<file path="src/rtl/cpu_types_pkg.sv">
// Shared CPU-side types: RAM handshake state, data word, and the data-port
// responder's FSM state and load-link register.
package cpu_types_pkg;

  typedef logic [31:0] word_t;

  typedef enum logic [1:0] {FREE, BUSY, ACCESS, ERROR} ramstate_t;

  typedef enum logic [1:0] {StIdle, StAccess, StResp, StScFail} dstate_t;

  typedef struct packed {
    logic        valid;
    logic [29:0] addr;
  } link_t;

endpackage

</file>
<file path="src/rtl/dmem_responder.sv">
// Data-memory port responder: turns held dREN/dWEN requests into a RAM access
// with timeout, and tracks one LL/SC reservation invalidated by local or snooped writes.
module dmem_responder
  import cpu_types_pkg::*;
#(
  parameter int unsigned TIMEOUT = 16
) (
  input  logic      CLK,
  input  logic      RST,
  input  logic      dREN,
  input  logic      dWEN,
  input  logic      datomic,
  input  word_t     daddr,
  input  word_t     dstore,
  output logic      dhit,
  output word_t     dload,
  output logic      derr,
  output logic      ramREN,
  output logic      ramWEN,
  output word_t     ramaddr,
  output word_t     ramstore,
  input  word_t     ramload,
  input  ramstate_t ramstate,
  input  logic      snoopwen,
  input  word_t     snoopaddr
);

  localparam int unsigned CntW = (TIMEOUT > 1) ? $clog2(TIMEOUT) : 1;

  dstate_t         state_q, state_d;
  logic [CntW-1:0] cnt_q, cnt_d;
  logic [29:0]     addr_q, addr_d;
  word_t           data_q, data_d;
  word_t           load_q, load_d;
  logic            write_q, write_d;
  logic            atomic_q, atomic_d;
  logic            err_q, err_d;
  link_t           link_q, link_d;
  logic            link_hit;

  // Byte-offset bits carry no meaning for word accesses.
  logic unused_byte_bits;
  assign unused_byte_bits = ^{daddr[1:0], snoopaddr[1:0]};

  // A snoop to the SC's word in the request cycle already kills the reservation.
  assign link_hit = link_q.valid && (link_q.addr == daddr[31:2]) &&
                    !(snoopwen && (snoopaddr[31:2] == daddr[31:2]));

  assign ramaddr  = {addr_q, 2'b00};
  assign ramstore = data_q;

  always_comb begin
    state_d  = state_q;
    cnt_d    = cnt_q;
    addr_d   = addr_q;
    data_d   = data_q;
    load_d   = load_q;
    write_d  = write_q;
    atomic_d = atomic_q;
    err_d    = err_q;
    dhit     = 1'b0;
    dload    = '0;
    derr     = 1'b0;
    ramREN   = 1'b0;
    ramWEN   = 1'b0;
    unique case (state_q)
      StIdle: begin
        if (dWEN || dREN) begin
          addr_d   = daddr[31:2];
          data_d   = dstore;
          write_d  = dWEN;
          atomic_d = datomic;
          cnt_d    = '0;
          err_d    = 1'b0;
          load_d   = '0;
          state_d  = (dWEN && datomic && !link_hit) ? StScFail : StAccess;
        end
      end
      StAccess: begin
        ramREN = !write_q;
        ramWEN = write_q;
        cnt_d  = cnt_q + 1'b1;
        if (ramstate == ACCESS) begin
          load_d  = write_q ? (atomic_q ? 32'd1 : 32'd0) : ramload;
          err_d   = 1'b0;
          state_d = StResp;
        end else if ((ramstate == ERROR) || (cnt_q == CntW'(TIMEOUT - 1))) begin
          load_d  = '0;
          err_d   = 1'b1;
          state_d = StResp;
        end
      end
      StResp: begin
        dhit    = 1'b1;
        dload   = load_q;
        derr    = err_q;
        state_d = StIdle;
      end
      StScFail: begin
        dhit    = 1'b1;
        state_d = StIdle;
      end
      default: state_d = StIdle;
    endcase
  end

  always_ff @(posedge CLK) begin
    if (RST) begin
      state_q  <= StIdle;
      cnt_q    <= '0;
      addr_q   <= '0;
      data_q   <= '0;
      load_q   <= '0;
      write_q  <= 1'b0;
      atomic_q <= 1'b0;
      err_q    <= 1'b0;
    end else begin
      state_q  <= state_d;
      cnt_q    <= cnt_d;
      addr_q   <= addr_d;
      data_q   <= data_d;
      load_q   <= load_d;
      write_q  <= write_d;
      atomic_q <= atomic_d;
      err_q    <= err_d;
    end
  end

  // Reservation updates on successful completion; snoop is applied last so it wins.
  always_comb begin
    link_d = link_q;
    if ((state_q == StResp) && !err_q) begin
      if (write_q && (atomic_q || (link_q.addr == addr_q))) link_d.valid = 1'b0;
      if (!write_q && atomic_q) link_d = '{valid: 1'b1, addr: addr_q};
    end
    if (snoopwen && (snoopaddr[31:2] == link_d.addr)) link_d.valid = 1'b0;
  end

  always_ff @(posedge CLK) begin
    if (RST) link_q <= '0;
    else     link_q <= link_d;
  end

endmodule
</file>
<file path="config.mk">
export PLATFORM = sky130hd
export DESIGN_NAME = dmem_responder
export DESIGN_NICKNAME = d
export VERILOG_FILES = /design/src/rtl/cpu_types_pkg.sv /design/src/rtl/dmem_responder.sv
export SDC_FILE = /design/constraint.sdc
export NUM_CORES = 1
export LEC_CHECK = 0
export CAP_MARGIN = 20
export CELL_PAD_IN_SITES_DETAIL_PLACEMENT = 0
export CELL_PAD_IN_SITES_GLOBAL_PLACEMENT = 1
export CORE_MARGIN = 2
export CORE_UTILIZATION = 29
export CTS_CLUSTER_SIZE = 8
export DETAILED_ROUTE_END_ITERATION = 8
export HOLD_SLACK_MARGIN = 0.08
export PLACE_DENSITY = 0.8
export RECOVER_POWER = 100
export SLEW_MARGIN = 10
export SYNTH_ARGS = -nofsm -noshare
export SYNTH_HDL_FRONTEND = slang
export SYNTH_SLANG_ARGS = --single-unit
</file>
<file path="constraint.sdc">
create_clock -name CLK -period 1.7 [get_ports CLK]
set_input_delay 0.34 -clock CLK [delete_from_list [all_inputs] [get_ports CLK]]
set_output_delay 0.34 -clock CLK [all_outputs]
set_load 0.02 [all_outputs]
</file>
==> results of run 1 <==
==> cells in the mapped netlist (2+ instances only) <==
cell / number
a2111oi_0: 3
buf_2: 9
a22oi_1: 2
mux2i_1: 5
nand4_1: 21
nor4_1: 13
a21o_1: 4
buf_1: 2
and3_1: 3
nand2b_1: 14
and2_1: 36
or4_1: 2
inv_1: 15
nand3_1: 16
a211oi_1: 2
a31oi_1: 3
a22o_1: 32
o22ai_1: 3
nor2_1: 18
o221a_2: 2
o211ai_1: 4
xnor2_1: 67
xor2_1: 37
nor3_1: 3
nand2_1: 171
o21ai_0: 9
a222oi_1: 3
clkbuf_1: 32
a21oi_1: 95
o2111ai_1: 5
buf_4: 2
o221ai_1: 4
o21ai_1: 4
dfxtp_1: 134
nor2b_1: 5
o21a_1: 3
==> metrics by stage <==
| step | instances | hold WS (ns) | util (%) | cell area, sq um | power (W) |
|---|---|---|---|---|---|
| 2_1_floorplan | 804 | 0.4406 | - | 6603 | 0.004408 |
| 3_3_place_gp | 1429 | 0.4405 | 45.92 | 10330 | 0.005762 |
| 3_5_place_dp | 1429 | 0.4457 | 45.92 | 10330 | 0.005773 |
| 4_1_cts | 1467 | 0.3184 | 49.48 | 11130 | 0.009691 |
| 5_1_grt | 1474 | 0.2905 | 50.40 | 11340 | 0.01005 |
| 6_report | 1474 | 0.2946 | 50.40 | 11340 | 0.009654 |
==> cell usage in the layout, fill, tap and decap left out, drive strengths merged, types with 3 or more instances in the layout <==
cell type and count:
buf 201, nand2 171, dfxtp 134, clkdlybuf4s50 122, a21oi 95, xnor2 67, dlygate4sd2 60, xor2 37
and2 37, a22o 32, clkbuf 22, inv 22, nand4 21, nor2 19, nand3 16, nand2b 14
nor4 14, o21ai 13, dlymetal6s2s 8, mux2i 5, o2111ai 5, nor2b 5, o221ai 4, a21o 4
o211ai 4, nor3 3, a31oi 3, o22ai 3, and3 3, a222oi 3, clkinvlp 3, bufinv 3
o21a 3, a2111oi 3
==> cell families (layout without fill, tap and decap cells) <==
group	after synthesis	after routing	synth area share, %
and+or+nand+nor	313	313	22.69
AOI/OAI and AO/OA	184	184	17.96
DFF	134	134	40.67
xor gates and xnor gates	104	104	13.81
buffers and inverters	61	445	3.869
muxes	5	5	0.7588
adders and majority gates	1	1	0.1897
other	1	3	0.05685
==> repair_timing <==
item | CTS | global route
resized for setup | 314 | 50
setup endpoints to repair | 138 | 80
endpoints found under the hold margin | 0 | 0
pin swaps | 4 | 37
cloned | 2 | 2
setup buffers | 4 | 6
==> sequential cells by signal, summed over array words and instances, names as in the netlist <==
signal / count
load_q: 32
ramstore: 32
link_q: 31
addr_q: 30
cnt_q: 4
state_q: 2
atomic_q: 1
err_q: 1
write_q: 1
==> worst min-delay path, stage by stage <==
cell and delay (ns):
dlymetal6s2s_1 0.19, nand2_1 0.08, a21oi_1 0.05
==> final cells by class <==
type / instances / share of cell area (%)
clock inverter: 15 / 1.699
clock buffer: 17 / 3.751
multi-input combinational: 609 / 34.33
antenna: 1 / 0.02207
tap: 285 / 3.144
sequential: 134 / 23.73
timing repair buffer: 398 / 32.82
inverter: 15 / 0.4965
==> worst paths after layout <==
path	cells past startpoint	slack, ns	endpoint	start
max	7	-0.31	link_q[30]	err_q
min	3	0.29	addr_q[25]	daddr[27]
max reg2reg	7	-0.31	link_q[30]	err_q
min reg2reg	2	0.45	ramstore[28]	ramstore[28]
==> power by group through the flow <==
stage | sequential, W | clock (W) | combinational (W)
CTS | 0.00344 | 0.00400 | 0.00225
finish | 0.00345 | 0.00392 | 0.00229
global placement | 0.00351 | 0 | 0.00225
detailed placement | 0.00351 | 0 | 0.00226
floorplan | 0.00368 | 0 | 0.000726
global route | 0.00347 | 0.00413 | 0.00245
==> per-layer routing <==
layer / routed length [microns] / vias up / GRT usage [%]
met4: 576 / 0 / 6.878
met3: 2141 / 39 / 4.007
met1: 11930 / 3383 / 30.77
li1: - / 3516 / -
met5: 0 / - / 0
met2: 12210 / 305 / 33.93
==> run metrics, run 1 <==
#FFs+latches synth 134; crit path DAT approximately 2.3 ns; post-DR wirelength/cell approximately 18 microns; Post-synth EDFFs 0; CTS tree done; YS warnings 0; P_leak around 4.9 nW; peak supply drop about 0.00056 V; failing checks setup timing; Max clock buf depth 2; via count approximately 7200; Total Routed Length between 20000 and 30000 microns; final worst path period share 118.1%; DIE AREA roughly 0.024 sq mm; critical path class flip-flop to flip-flop; type of origin of the critical path flip-flop; Sequential Power Share between 30% and 40%; top post-synthesis cells by area dfxtp_1 41%, nand2_1 9.7%, xnor2_1 8.9%; RSZ-0062 raised after global routing yes; Root Driver clkbuf_16; Period minus WS final between 2 and 2.5 ns; clk_skew between 0.008 and 0.009 ns; fin nets approximately 1300; H-tree depth 4; CP Cell Sequence or3b_4 -> buf_6 -> or4_1 -> nand4_1 -> o211ai_1 -> nor4_2 -> a31oi_1; final setup vio count 42; I/O Pins 236; area of the multi-input gates around 0.004 sq mm; leading area contributor after synthesis dfxtp_1; critical path required time ~2.0 ns; worst hold path class input port to flip-flop; chip width between 150 and 200 microns; TNS Setup -7.121 ns; Avg Inst Size Synth around 8.2 sq um; DR iter-0 viols about 630; gr usage total a little over a fifth; global-route wire length before repair slightly above 40000 microns; Reg area between 0.002 and 0.003 sq mm; Net Switching roughly 0.0029 W; final-layout fill cell count 2106; Cell Int Power between 0.006 and 0.007 W; total gr overflow 0; crit end category flip-flop; initial core utilization between 20% and 30%; Netlist cell types 56; synthesis-to-finish area growth 71.93%; CP Buf/Inv Count 1; share of cells above drive strength 1 between 20 and 30%; Clock Latency Late Sink 0.42 ns; slowest cell on the critical path or3b_4; crit path max fanout 6; # clock sinks between 100 and 150; max-cap violations 0; main flop type after synthesis dfxtp_1; synthesized area 0.006596 sq mm; initial antenna violation count 1; actual slew at the worst max-slew pin between 0.7 and 0.8 ns; drc violations 0; sequential area share after synthesis between 40% and 50%; maximum clock frequency between 0.4 and 0.5 GHz; vias in the first global route roughly 7100; worst rel slew slack 50.35%; Pwr Density about 850 mW/mm^2; die height around 150 microns; DRT antenna net count 0; slowest stage delay, CP about 0.43 ns; PortBufs between 200 and 250; Core Region between 0.02 and 0.025 sq mm; Final Hold Viols 0; Async SR Flop Fraction 0%; global placement routability congestion 0.9885; clock slew at reported path FFs 0.07 ns; switch share roughly 30%; worst slack at placement -0.5976 ns; logic gate share of total power a little under a quarter; # hold bufs at CTS 0; first-pass detailed-route iteration total 5; detailed placer's ending HPWL about 20000 microns; area fraction of the dominant cell type after synthesis between 40 and 50%; Crit path max-delay family simple AND/OR/NAND/NOR gates; Slew Limit Fails 0; status finished with violations; Gate Count Post-Synth about 800; CTS buffer count 17; Clock Power Share about two fifths; Rows 55; pin count of the biggest net entering global routing 63; via/cell ratio approximately 4.9; setup ws final -0.3076 ns
No activity file was read; power rests on OpenSTA's default activity.
==> run 2, diff against run 1 <==
HOLD_SLACK_MARGIN = unset   (was 0.08)
SKIP_LAST_GASP = 1   (was unset)
==> run 2 against run 1 <==
Effect of this change: the flow still finishes with violations (setup timing); global-route usage about the same; worst hold slack worse by 0.0034 ns; count of clock-buffer cells in the layout is the same; power shrank 0.29%; combinational power about the same; largest cell class unchanged; sequential power is essentially flat; clock power is essentially flat; highest routed layer unchanged; design area down 0.76%; cell count fell by 0.14%.
==> run metrics, run 2 (synthesis results as in run 1) <==
initial core utilization 29.31% (unchanged); global-route wire length before repair 40320 microns (-0.36%); critical path required time 2.00 ns (about the same); Root Driver clkbuf_16; CTS tree done; CP Cell Sequence or3b_4 -> buf_6 -> nor2_4 -> buf_4 -> o2111ai_1 -> and2_0 -> nor4_2 -> a31oi_1; Rows 55 (unchanged); # hold bufs at CTS 0 (unchanged); Total Routed Length 26560 microns (-1.1%); worst reg2reg startpoint err_q; type of origin of the critical path flip-flop; gr usage total 21.81% (-0.048 points); DIE AREA 0.02397 sq mm (unchanged); most frequent cells in the layout 171 x nand2_1, 149 x buf_4, 127 x dfxtp_1; dpl cells 1429 (unchanged); CP Buf/Inv Count 2 (+1); worst rel slew slack 50.62% (+0.27 points); I/O Pins 236 (unchanged); Crit path max-delay family simple AND/OR/NAND/NOR gates; first-pass detailed-route iteration total 7 (+2); CP startpoint err_q; peak supply drop 0.0005643 V (+0.10%); global placement routability congestion 0.9885 (unchanged); H-tree depth 4 (unchanged); Cell Area, Placed 0.01033 sq mm (unchanged); Final Hold Viols 0 (unchanged); worst min-delay path startpoint daddr[27]; Period minus WS final 1.998 ns (-0.009579 ns); post-layout util 50.01% (-0.38 points); area of the multi-input gates 0.003851 sq mm (-1.1%); Clock Latency Late Sink 0.42 ns (about the same); commonest non-fill, non-tap cell in the layout nand2_1; # clock sinks 134 (unchanged); via count 7182 (-0.84%); final-layout fill cell count 2105 (-0.047%); post-DR wirelength/cell 18.04 microns (-0.97%); total gr overflow 0 (unchanged); Max clock buf depth 2 (unchanged); drc violations 0 (unchanged); initial antenna violation count 1 (unchanged); max-cap violations 0 (unchanged); clk_skew 0.007973 ns (-0.0009734 ns); crit path DAT 2.29 ns (about the same); die height 154.8 microns (unchanged); Pwr Density 855.3 mW/mm^2 (+0.48%); PortBufs 229 (unchanged); slowest stage delay, CP 0.43 ns (about the same); Core Region 0.02250 sq mm (unchanged); Slew Limit Fails 0 (unchanged); Non-Filler Instances 1472 (-0.14%); P_leak 4.864 nW (-0.86%); share of cells above drive strength 1 24.28% (-1.4 points); failing checks setup timing; actual slew at the worst max-slew pin 0.7406 ns (-0.004039 ns); detailed placer's ending HPWL 19930 microns (unchanged); via/cell ratio 4.879 (-0.71%); clock slew at reported path FFs 0.07 ns (about the same); DRT antenna net count 0 (unchanged); status finished with violations; chip width 154.8 microns (unchanged); synthesis-to-finish area growth 70.62%; worst slack at placement -0.5976 ns (unchanged); setup ws final -0.2981 ns (+0.009579 ns); CTS buffer count 17 (unchanged); slowest cell on the critical path or3b_4; RSZ-0062 raised after global routing yes; Tot Pwr 0.009626 W (-0.29%); crit path max fanout 6 (unchanged); final setup vio count 53 (+26%); vias in the first global route 7044 (-0.38%); critical path class flip-flop to flip-flop; pin count of the biggest net entering global routing 63 (unchanged); DR iter-0 viols 581 (-7.0%); crit end category flip-flop; fin nets 1310 (-0.15%); Reg area 0.002691 sq mm (unchanged); final worst path period share 117.5% (-0.56 points); worst hold path class input port to flip-flop; design area 0.01125 sq mm (-0.76%); maximum clock frequency 0.5005 GHz (+0.48%)
-- run 2: cell types whose count changed in the layout (fill, tap and decap cells not counted), sizes merged --
cell	previous run	this run
buf	201	199
-- run 2: cell type report --
type | instances | share of cell area [%]
Antenna cell | 1 | 0.02223
Clock buffer | 17 | 3.780
Multi-Input combinational cell | 609 | 34.22
Inverter | 15 | 0.5003
Timing Repair Buffer | 396 | 32.68
Clock inverter | 15 | 1.712
Sequential cell | 134 | 23.91
Tap cell | 285 | 3.168
-- run 2: tightest hold or removal path, cell delays in order --
cell            delay (ns)
dlymetal6s2s_1        0.19
nand2_1               0.08
a21oi_1               0.05
-- run 2: worst paths after layout --
| path | end | cells after the start | slack [ns] |
|---|---|---|---|
| worst min-delay path | addr_q[25] | 3 | 0.29 |
| worst max-delay path | link_q[30] | 8 | -0.30 |
| worst min register to register | ramstore[25] | 2 | 0.45 |
| worst max register to register | link_q[30] | 8 | -0.30 |
-- run 2: report_power, final --
group	internal, W	switching, W	total [W]
registers	0.00331	0.000133	0.00344
logic	0.00110	0.00117	0.00227
clock network	0.00235	0.00156	0.00391
total	0.00676	0.00287	0.00963
-- run 2: through the flow --
stage | TNS (ns) | hold slack (ns)
4_1_cts | -7.794 | 0.3295
3_3_place_gp | -19.33 | 0.4405
2_1_floorplan | -0.1164 | 0.4406
6_report | -6.467 | 0.2912
3_5_place_dp | -20.94 | 0.4457
5_1_grt | -10.43 | 0.2905
-- run 2: per-layer routing --
layer	GRT usage (%)	share of wire, %
met5	0	0
met4	6.790	1.9
met3	4.007	7.5
met2	33.82	45
met1	30.75	45
-- run 2: timing repair --
item | CTS | global route
cloned | 2 | 1
setup endpoints to repair | 138 | 81
buffers inserted | 4 | 4
pin swaps | 3 | 26
gates resized for setup | 291 | 52
==> run 3, diff against run 2 <==
CAP_MARGIN = unset   (was 20)
==> results of run 3 <==
The final DEF is identical to that of run 2; final timing and power are the same.
